[config.mk]
export PLATFORM = sky130hd
export DESIGN_NAME = reg_file_sb_flat
export DESIGN_NICKNAME = d
export VERILOG_FILES = /design/src/rtl/reg_file_sb_if.sv /design/src/rtl/reg_file_sb.sv /design/src/flat_wrapper.sv
export SDC_FILE = /design/constraint.sdc
export NUM_CORES = 2
export LEC_CHECK = 0
export BUFFER_PORTS_ARGS = -buffer_cell sky130_fd_sc_hd__buf_2
export CORE_MARGIN = 2
export CORE_UTILIZATION = 60
export CTS_CLUSTER_DIAMETER = 80
export DETAILED_ROUTE_END_ITERATION = 7
export PLACE_DENSITY = 0.77
export SYNTH_ARGS = -nofsm -noshare
export SYNTH_HDL_FRONTEND = slang
export SYNTH_SLANG_ARGS = --single-unit
export TNS_END_PERCENT = 30
[constraint.sdc]
create_clock -name clk_i -period 83.4 [get_ports clk_i]
set_clock_uncertainty 0.1 [all_clocks]
set_input_delay 16.68 -clock clk_i [delete_from_list [all_inputs] [get_ports clk_i]]
set_output_delay 16.68 -clock clk_i [all_outputs]
set_load 0.01 [all_outputs]
[src/rtl/reg_file_sb_if.sv]
// Register-file bus: one write port, two read ports, and the issue/flush controls for the scoreboard.
// master = core pipeline side (drives indices, write data and issue/flush); slave = register file.
// Read data and busy flags are combinational from the slave. There is no handshake, so every access is accepted in its cycle.
interface reg_file_sb_if #(
    parameter int DATA_W = 32,
    parameter int ADDR_W = 5
) ();
    logic [DATA_W-1:0] dataW_i;
    logic [ADDR_W-1:0] rsW_i;
    logic              RegWEn_i;
    logic [ADDR_W-1:0] rs1_i;
    logic [ADDR_W-1:0] rs2_i;
    logic [DATA_W-1:0] data1_o;
    logic [DATA_W-1:0] data2_o;
    logic              busy1_o;
    logic              busy2_o;
    logic              issue_i;
    logic [ADDR_W-1:0] issue_rd_i;
    logic              flush_i;

    modport master (
        output dataW_i, rsW_i, RegWEn_i, rs1_i, rs2_i, issue_i, issue_rd_i, flush_i,
        input  data1_o, data2_o, busy1_o, busy2_o
    );

    modport slave (
        input  dataW_i, rsW_i, RegWEn_i, rs1_i, rs2_i, issue_i, issue_rd_i, flush_i,
        output data1_o, data2_o, busy1_o, busy2_o
    );
endinterface

[src/rtl/reg_file_sb.sv]
// Integer register file with a per-register pending-write (busy) scoreboard for RAW hazard detection.
// Latency: the write lands on the next rising edge, and reads are combinational (with optional same-cycle write bypass).
// Backpressure: none; every write, issue and flush is accepted in its cycle.
// Ports: clk_i/rst_i (async active-high reset); bus (reg_file_sb_if.slave) carries the write port,
//        the two read ports with their busy flags, and the issue/flush scoreboard controls.
module reg_file_sb #(
    parameter int DATA_W   = 32,
    parameter int ADDR_W   = 5,
    parameter int ZERO_REG = 1,
    parameter int BYPASS   = 1
) (
    input  logic          clk_i,
    input  logic          rst_i,
    reg_file_sb_if.slave  bus
);
    localparam int NREGS = 2 ** ADDR_W;

    logic [DATA_W-1:0] regs_q [NREGS];
    logic [DATA_W-1:0] regs_d [NREGS];
    logic [NREGS-1:0]  busy_q;
    logic [NREGS-1:0]  busy_d;
    logic              we_eff;
    logic              issue_eff;

    // Writes to a hard-wired x0 are dropped entirely. They neither store nor clear busy.
    always_comb begin
        we_eff    = bus.RegWEn_i && !((ZERO_REG != 0) && (bus.rsW_i == '0));
        issue_eff = bus.issue_i && !((ZERO_REG != 0) && (bus.issue_rd_i == '0));
    end

    always_comb begin
        regs_d = regs_q;
        if (we_eff) begin
            regs_d[bus.rsW_i] = bus.dataW_i;
        end
    end

    // Flush drops any same-cycle issue. Otherwise the issue set is applied after the
    // writeback clear, so a new producer for the same register stays outstanding.
    always_comb begin
        busy_d = busy_q;
        if (bus.flush_i) begin
            busy_d = '0;
        end else begin
            if (we_eff) begin
                busy_d[bus.rsW_i] = 1'b0;
            end
            if (issue_eff) begin
                busy_d[bus.issue_rd_i] = 1'b1;
            end
        end
    end

    always_ff @(posedge clk_i or posedge rst_i) begin
        if (rst_i) begin
            for (int i = 0; i < NREGS; i++) begin
                regs_q[i] <= '0;
            end
            busy_q <= '0;
        end else begin
            regs_q <= regs_d;
            busy_q <= busy_d;
        end
    end

    // Read ports. Outputs are forced to zero during reset so that the bypass path
    // cannot leak dataW_i while the array is held cleared.
    // A bypassed read also masks busy, because the pending value is being forwarded now.
    always_comb begin
        bus.data1_o = regs_q[bus.rs1_i];
        bus.busy1_o = busy_q[bus.rs1_i];
        if ((BYPASS != 0) && we_eff && (bus.rsW_i == bus.rs1_i)) begin
            bus.data1_o = bus.dataW_i;
            bus.busy1_o = 1'b0;
        end
        if ((ZERO_REG != 0) && (bus.rs1_i == '0)) begin
            bus.data1_o = '0;
            bus.busy1_o = 1'b0;
        end
        if (rst_i) begin
            bus.data1_o = '0;
            bus.busy1_o = 1'b0;
        end
    end

    always_comb begin
        bus.data2_o = regs_q[bus.rs2_i];
        bus.busy2_o = busy_q[bus.rs2_i];
        if ((BYPASS != 0) && we_eff && (bus.rsW_i == bus.rs2_i)) begin
            bus.data2_o = bus.dataW_i;
            bus.busy2_o = 1'b0;
        end
        if ((ZERO_REG != 0) && (bus.rs2_i == '0)) begin
            bus.data2_o = '0;
            bus.busy2_o = 1'b0;
        end
        if (rst_i) begin
            bus.data2_o = '0;
            bus.busy2_o = 1'b0;
        end
    end
endmodule
[src/flat_wrapper.sv]
// flat-port wrapper written by rule: the top's interface ports become plain ports
module reg_file_sb_flat 
#(
    parameter int DATA_W   = 32,
    parameter int ADDR_W   = 5,
    parameter int ZERO_REG = 1,
    parameter int BYPASS   = 1
)
  (clk_i, rst_i, bus_dataW_i, bus_rsW_i, bus_RegWEn_i, bus_rs1_i, bus_rs2_i, bus_issue_i, bus_issue_rd_i, bus_flush_i, bus_data1_o, bus_data2_o, bus_busy1_o, bus_busy2_o);
  reg_file_sb_if #(.DATA_W(DATA_W), .ADDR_W(ADDR_W)) bus_i ();
  input  logic clk_i;
  input  logic rst_i;
  input wire logic [$bits(bus_i.dataW_i)-1:0] bus_dataW_i;
  input wire logic [$bits(bus_i.rsW_i)-1:0] bus_rsW_i;
  input wire logic [$bits(bus_i.RegWEn_i)-1:0] bus_RegWEn_i;
  input wire logic [$bits(bus_i.rs1_i)-1:0] bus_rs1_i;
  input wire logic [$bits(bus_i.rs2_i)-1:0] bus_rs2_i;
  input wire logic [$bits(bus_i.issue_i)-1:0] bus_issue_i;
  input wire logic [$bits(bus_i.issue_rd_i)-1:0] bus_issue_rd_i;
  input wire logic [$bits(bus_i.flush_i)-1:0] bus_flush_i;
  output wire logic [$bits(bus_i.data1_o)-1:0] bus_data1_o;
  output wire logic [$bits(bus_i.data2_o)-1:0] bus_data2_o;
  output wire logic [$bits(bus_i.busy1_o)-1:0] bus_busy1_o;
  output wire logic [$bits(bus_i.busy2_o)-1:0] bus_busy2_o;
  assign bus_i.dataW_i = bus_dataW_i;
  assign bus_i.rsW_i = bus_rsW_i;
  assign bus_i.RegWEn_i = bus_RegWEn_i;
  assign bus_i.rs1_i = bus_rs1_i;
  assign bus_i.rs2_i = bus_rs2_i;
  assign bus_i.issue_i = bus_issue_i;
  assign bus_i.issue_rd_i = bus_issue_rd_i;
  assign bus_i.flush_i = bus_flush_i;
  assign bus_data1_o = bus_i.data1_o;
  assign bus_data2_o = bus_i.data2_o;
  assign bus_busy1_o = bus_i.busy1_o;
  assign bus_busy2_o = bus_i.busy2_o;
  reg_file_sb #(.DATA_W(DATA_W), .ADDR_W(ADDR_W), .ZERO_REG(ZERO_REG), .BYPASS(BYPASS)) u_core (.clk_i(clk_i), .rst_i(rst_i), .bus(bus_i));
endmodule
==> key figures <==
Status
  – Status: finished, final reports clean

Logic synthesis
  – Post-Synth XOR/XNOR Area: 0.00154
  – Synthesized flop and latch total: 1056
  – Ys Warns: 0
  – Ys async rst share: 1.00
  – Compound-cell area share of the yosys netlist: 0.0439
  – Post-Syn Nets: 3879
  – Post-Synthesis Cells: 3822
  – Combinational family with the most area after synthesis: multiplexers
  – Post-synthesis mux area share: 0.433
  – Post-synthesis sequential area ratio: 0.466
  – Post-synthesis adder-cell area fraction: 0
  – Dominant synthesized flop cell: dfrtp_1
  – Cell variety after synth: 50
  – Post-synth EDFFs: 0
  – Simple-gate portion of the synthesized area: 0.0210
  – Synth Cell Area: 56800 um2
  – Mapped Avg Cell Area: 14.8 um2

Global route
  – First-pass GRT wire length: 242000 um
  – Remaining Overflow, GRT: 0
  – Largest net degree at the start of global routing: 180
  – Total Routing Usage GR: 0.335
  – Vias in the first global route: 37.5k
  – Antenna violations before repair: 14

STA
  – Max-slew headroom: 0.152
  – Sum of negative setup slack: 0 ns
  – Setup violators final: 0
  – Measured slew at the worst slew-check pin: 1.27 ns
  – Final period util: 0.451
  – Final Hold Viols: 0
  – Minimum clock period: 37.62 ns
  – Final Max Tran Viols: 0
  – Unrepaired setup endpoints after global routing: false
  – Maximum clock frequency: 0.0266 GHz

Routing
  – DRC: 0
  – DRT Pass-1 Iters: 6
  – Routed vias: 36.4k
  – Wire per inst: 31.9 um
  – Vias per std cell: 7.22
  – Final ANT Viol Nets: 0
  – Drt total wl: 161000 um
  – Initial DRC count: 4348

Cells and area
  – Area growth from synthesis to layout: 8.46%
  – Final nets: 3758
  – Final Instance Area: 61600 um2
  – Share of post-route cells with drive strength above 1: 0.531
  – Fillcell total: 6562

Worst setup path
  – Slowest cell on the critical path: and4_2
  – Crit path DAT: 20.84 ns
  – Crit path cell chain: buf_4 > buf_4 > xor2_1 > nor3_1 > and4_2 > a22oi_1 > o21ai_0 > buf_2
  – WP buf/inv: 3
  – Most used cell, CP: buf_4
  – CP delay by family, top: simple AND/OR/NAND/NOR gates
  – Critical Path RT: 66.62 ns
  – Critical path launch point type: primary input
  – Crit path kind: primary input to output pin
  – CP peak stage delay: 1.20 ns
  – Critical path endpoint category: output pin
  – Worst reg2reg setup slack: 82.42 ns
  – Peak fanout along the critical path: 40

Hold path
  – Type of the most critical hold path: register to register

Place
  – Placed cell areas: 57900 um2
  – Final RePlAce weighted congestion: 0.900
  – Port bufs: 122
  – DP Wirelength: 92900 um

CTS
  – CTS H-tree depth: 3
  – Clock slew at reported path FFs: 0.06 ns
  – Num CTS Buffers: 111
  – CTS-repair resized insts: 0
  – Postcts setup bufs: 0
  – Clock Sinks: 1056
  – Worst skew pair latency: 0.70 ns
  – TritonCTS clock tree: yes
  – Post-CTS Hold Buffers: 0
  – Max Root-Sink Buffers: 3
  – Root Buffer: clkbuf_16

Job
  – # Max-Cap Violations: 0

Floorplan
  – Cell row count: 112
  – Initial core utilization: 0.607
  – I/O Pins: 123
  – CORE AREA: 93500 um2
  – Die width: 312 um
  – Chip height: 312 um
  – Die ar.: 97100 um2

Pwr
  – Static leakage: 26.8 nW
  – Maximum VDD drop: 17.4 uV
  – Cell Pwr Density: 23.9 nW/um2
## metrics by stage
step	utilization	instances	setup WS (ns)	hold slack, ns	power [mW]
finish	0.659	5043	45.78	0.294	1.47
global route	0.658	5039	45.84	0.309	1.53
detailed placement	0.619	4842	45.99	0.282	0.971
global placement	0.619	4842	46.04	0.276	0.954
floorplan	-	3822	36.90	0.341	0.898
CTS	0.658	5037	45.98	0.297	1.47
## layout by cell type, fill, tap and decap left out, types with 4 or more instances in the layout
cell and count:
mux2_2 1059, dfrtp_1 1056, mux4_2 526, a22oi_1 208
buf_2 114, clkbuf_16 112, nor2_1 104, buf_4 79
nand2_1 78, mux2i_1 77, a21oi_1 75, o21ai_0 58
clkbuf_1 25, clkinv_2 23, nand2_2 20, clkbuf_8 20
o21ai_1 14, nand3_1 12, nor2_4 10, xor2_1 9
bufinv_16 9, inv_1 7, diode_2 6, and3_1 6
nand2b_1 5, nor2b_1 5, clkinv_8 5, buf_12 5
nor2b_4 4, o211ai_1 4, buf_8 4
## synthesized netlist by cell type, types with 3 or more instances
cell type,n,share of area
a21oi_1,75,0.0066
a22oi_1,208,0.028
and2_0,3,0.00033
and3_1,7,0.00077
buf_1,21,0.0014
buf_2,174,0.015
buf_4,23,0.0030
clkbuf_1,216,0.014
dfrtp_1,1056,0.47
inv_1,9,0.00060
mux2_2,1059,0.21
mux2i_1,77,0.014
mux4_2,526,0.21
nand2_1,98,0.0065
nand2b_1,5,0.00055
nand3_1,13,0.0011
nand3b_1,3,0.00040
nor2_1,114,0.0075
nor2b_1,9,0.00099
nor3_1,3,0.00026
o211ai_1,4,0.00053
o21ai_0,58,0.0051
o21ai_1,14,0.0012
xor2_1,9,0.0014
## final cells by class
cell class	count	area, um2	share of cell area
timing repair buffer	202	1320	0.0215
inverter	10	47.5	0.000772
clock inverter	38	480	0.00781
clock buffer	157	3170	0.0515
sequential	1056	26400	0.429
multi-input combinational	2320	28500	0.463
antenna	6	15.0	0.000244
tap	1254	1570	0.0255
## flip-flops by register name, indices dropped and copies added, names as in the netlist
name	flops
u_core.regs_q	1024
u_core.busy_q	32
## power breakdown
| group | switching, mW | internal (mW) | leakage (nW) |
|---|---|---|---|
| clock | 0.210 | 0.291 | 1.80 |
| combinational | 0.115 | 0.177 | 11.4 |
| sequential | 0.0689 | 0.607 | 13.6 |
| total | 0.394 | 1.07 | 26.8 |
## layer usage
layer,global-route usage,vias to the layer above,wire (um)
met4,0.140,14,7040
met1,0.460,19535,62800
li1,-,14517,-
met2,0.512,1929,74800
met3,0.0882,435,15900
met5,0,-,96
## final timing paths
| path | depth (start not counted) | from | end |
|---|---|---|---|
| max in group asynchronous | 5 | rst_i | u_core.regs_q[404]$_DFFE_PP0P_ |
| setup reg to reg | 3 | u_core.busy_q[25]$_DFF_PP0_ | u_core.busy_q[25]$_DFF_PP0_ |
| hold / removal | 0 | u_core.regs_q[1001]$_DFFE_PP0P_ | u_core.regs_q[1001]$_DFFE_PP0P_ |
| min in group asynchronous | 2 | rst_i | u_core.regs_q[537]$_DFFE_PP0P_ |
| setup / recovery | 8 | bus_rs1_i[2] | bus_data1_o[8] |
| hold reg to reg | 0 | u_core.regs_q[1001]$_DFFE_PP0P_ | u_core.regs_q[1001]$_DFFE_PP0P_ |
## logic make-up after synthesis
logic type                Yosys count
AOI/OAI and AO/OA                 376
buffers and inverters             446
muxes                            1664
DFF                              1056
and+or+nand+nor                   270
xor gates and xnor gates           10
No activity file was read; power rests on OpenSTA's default activity.
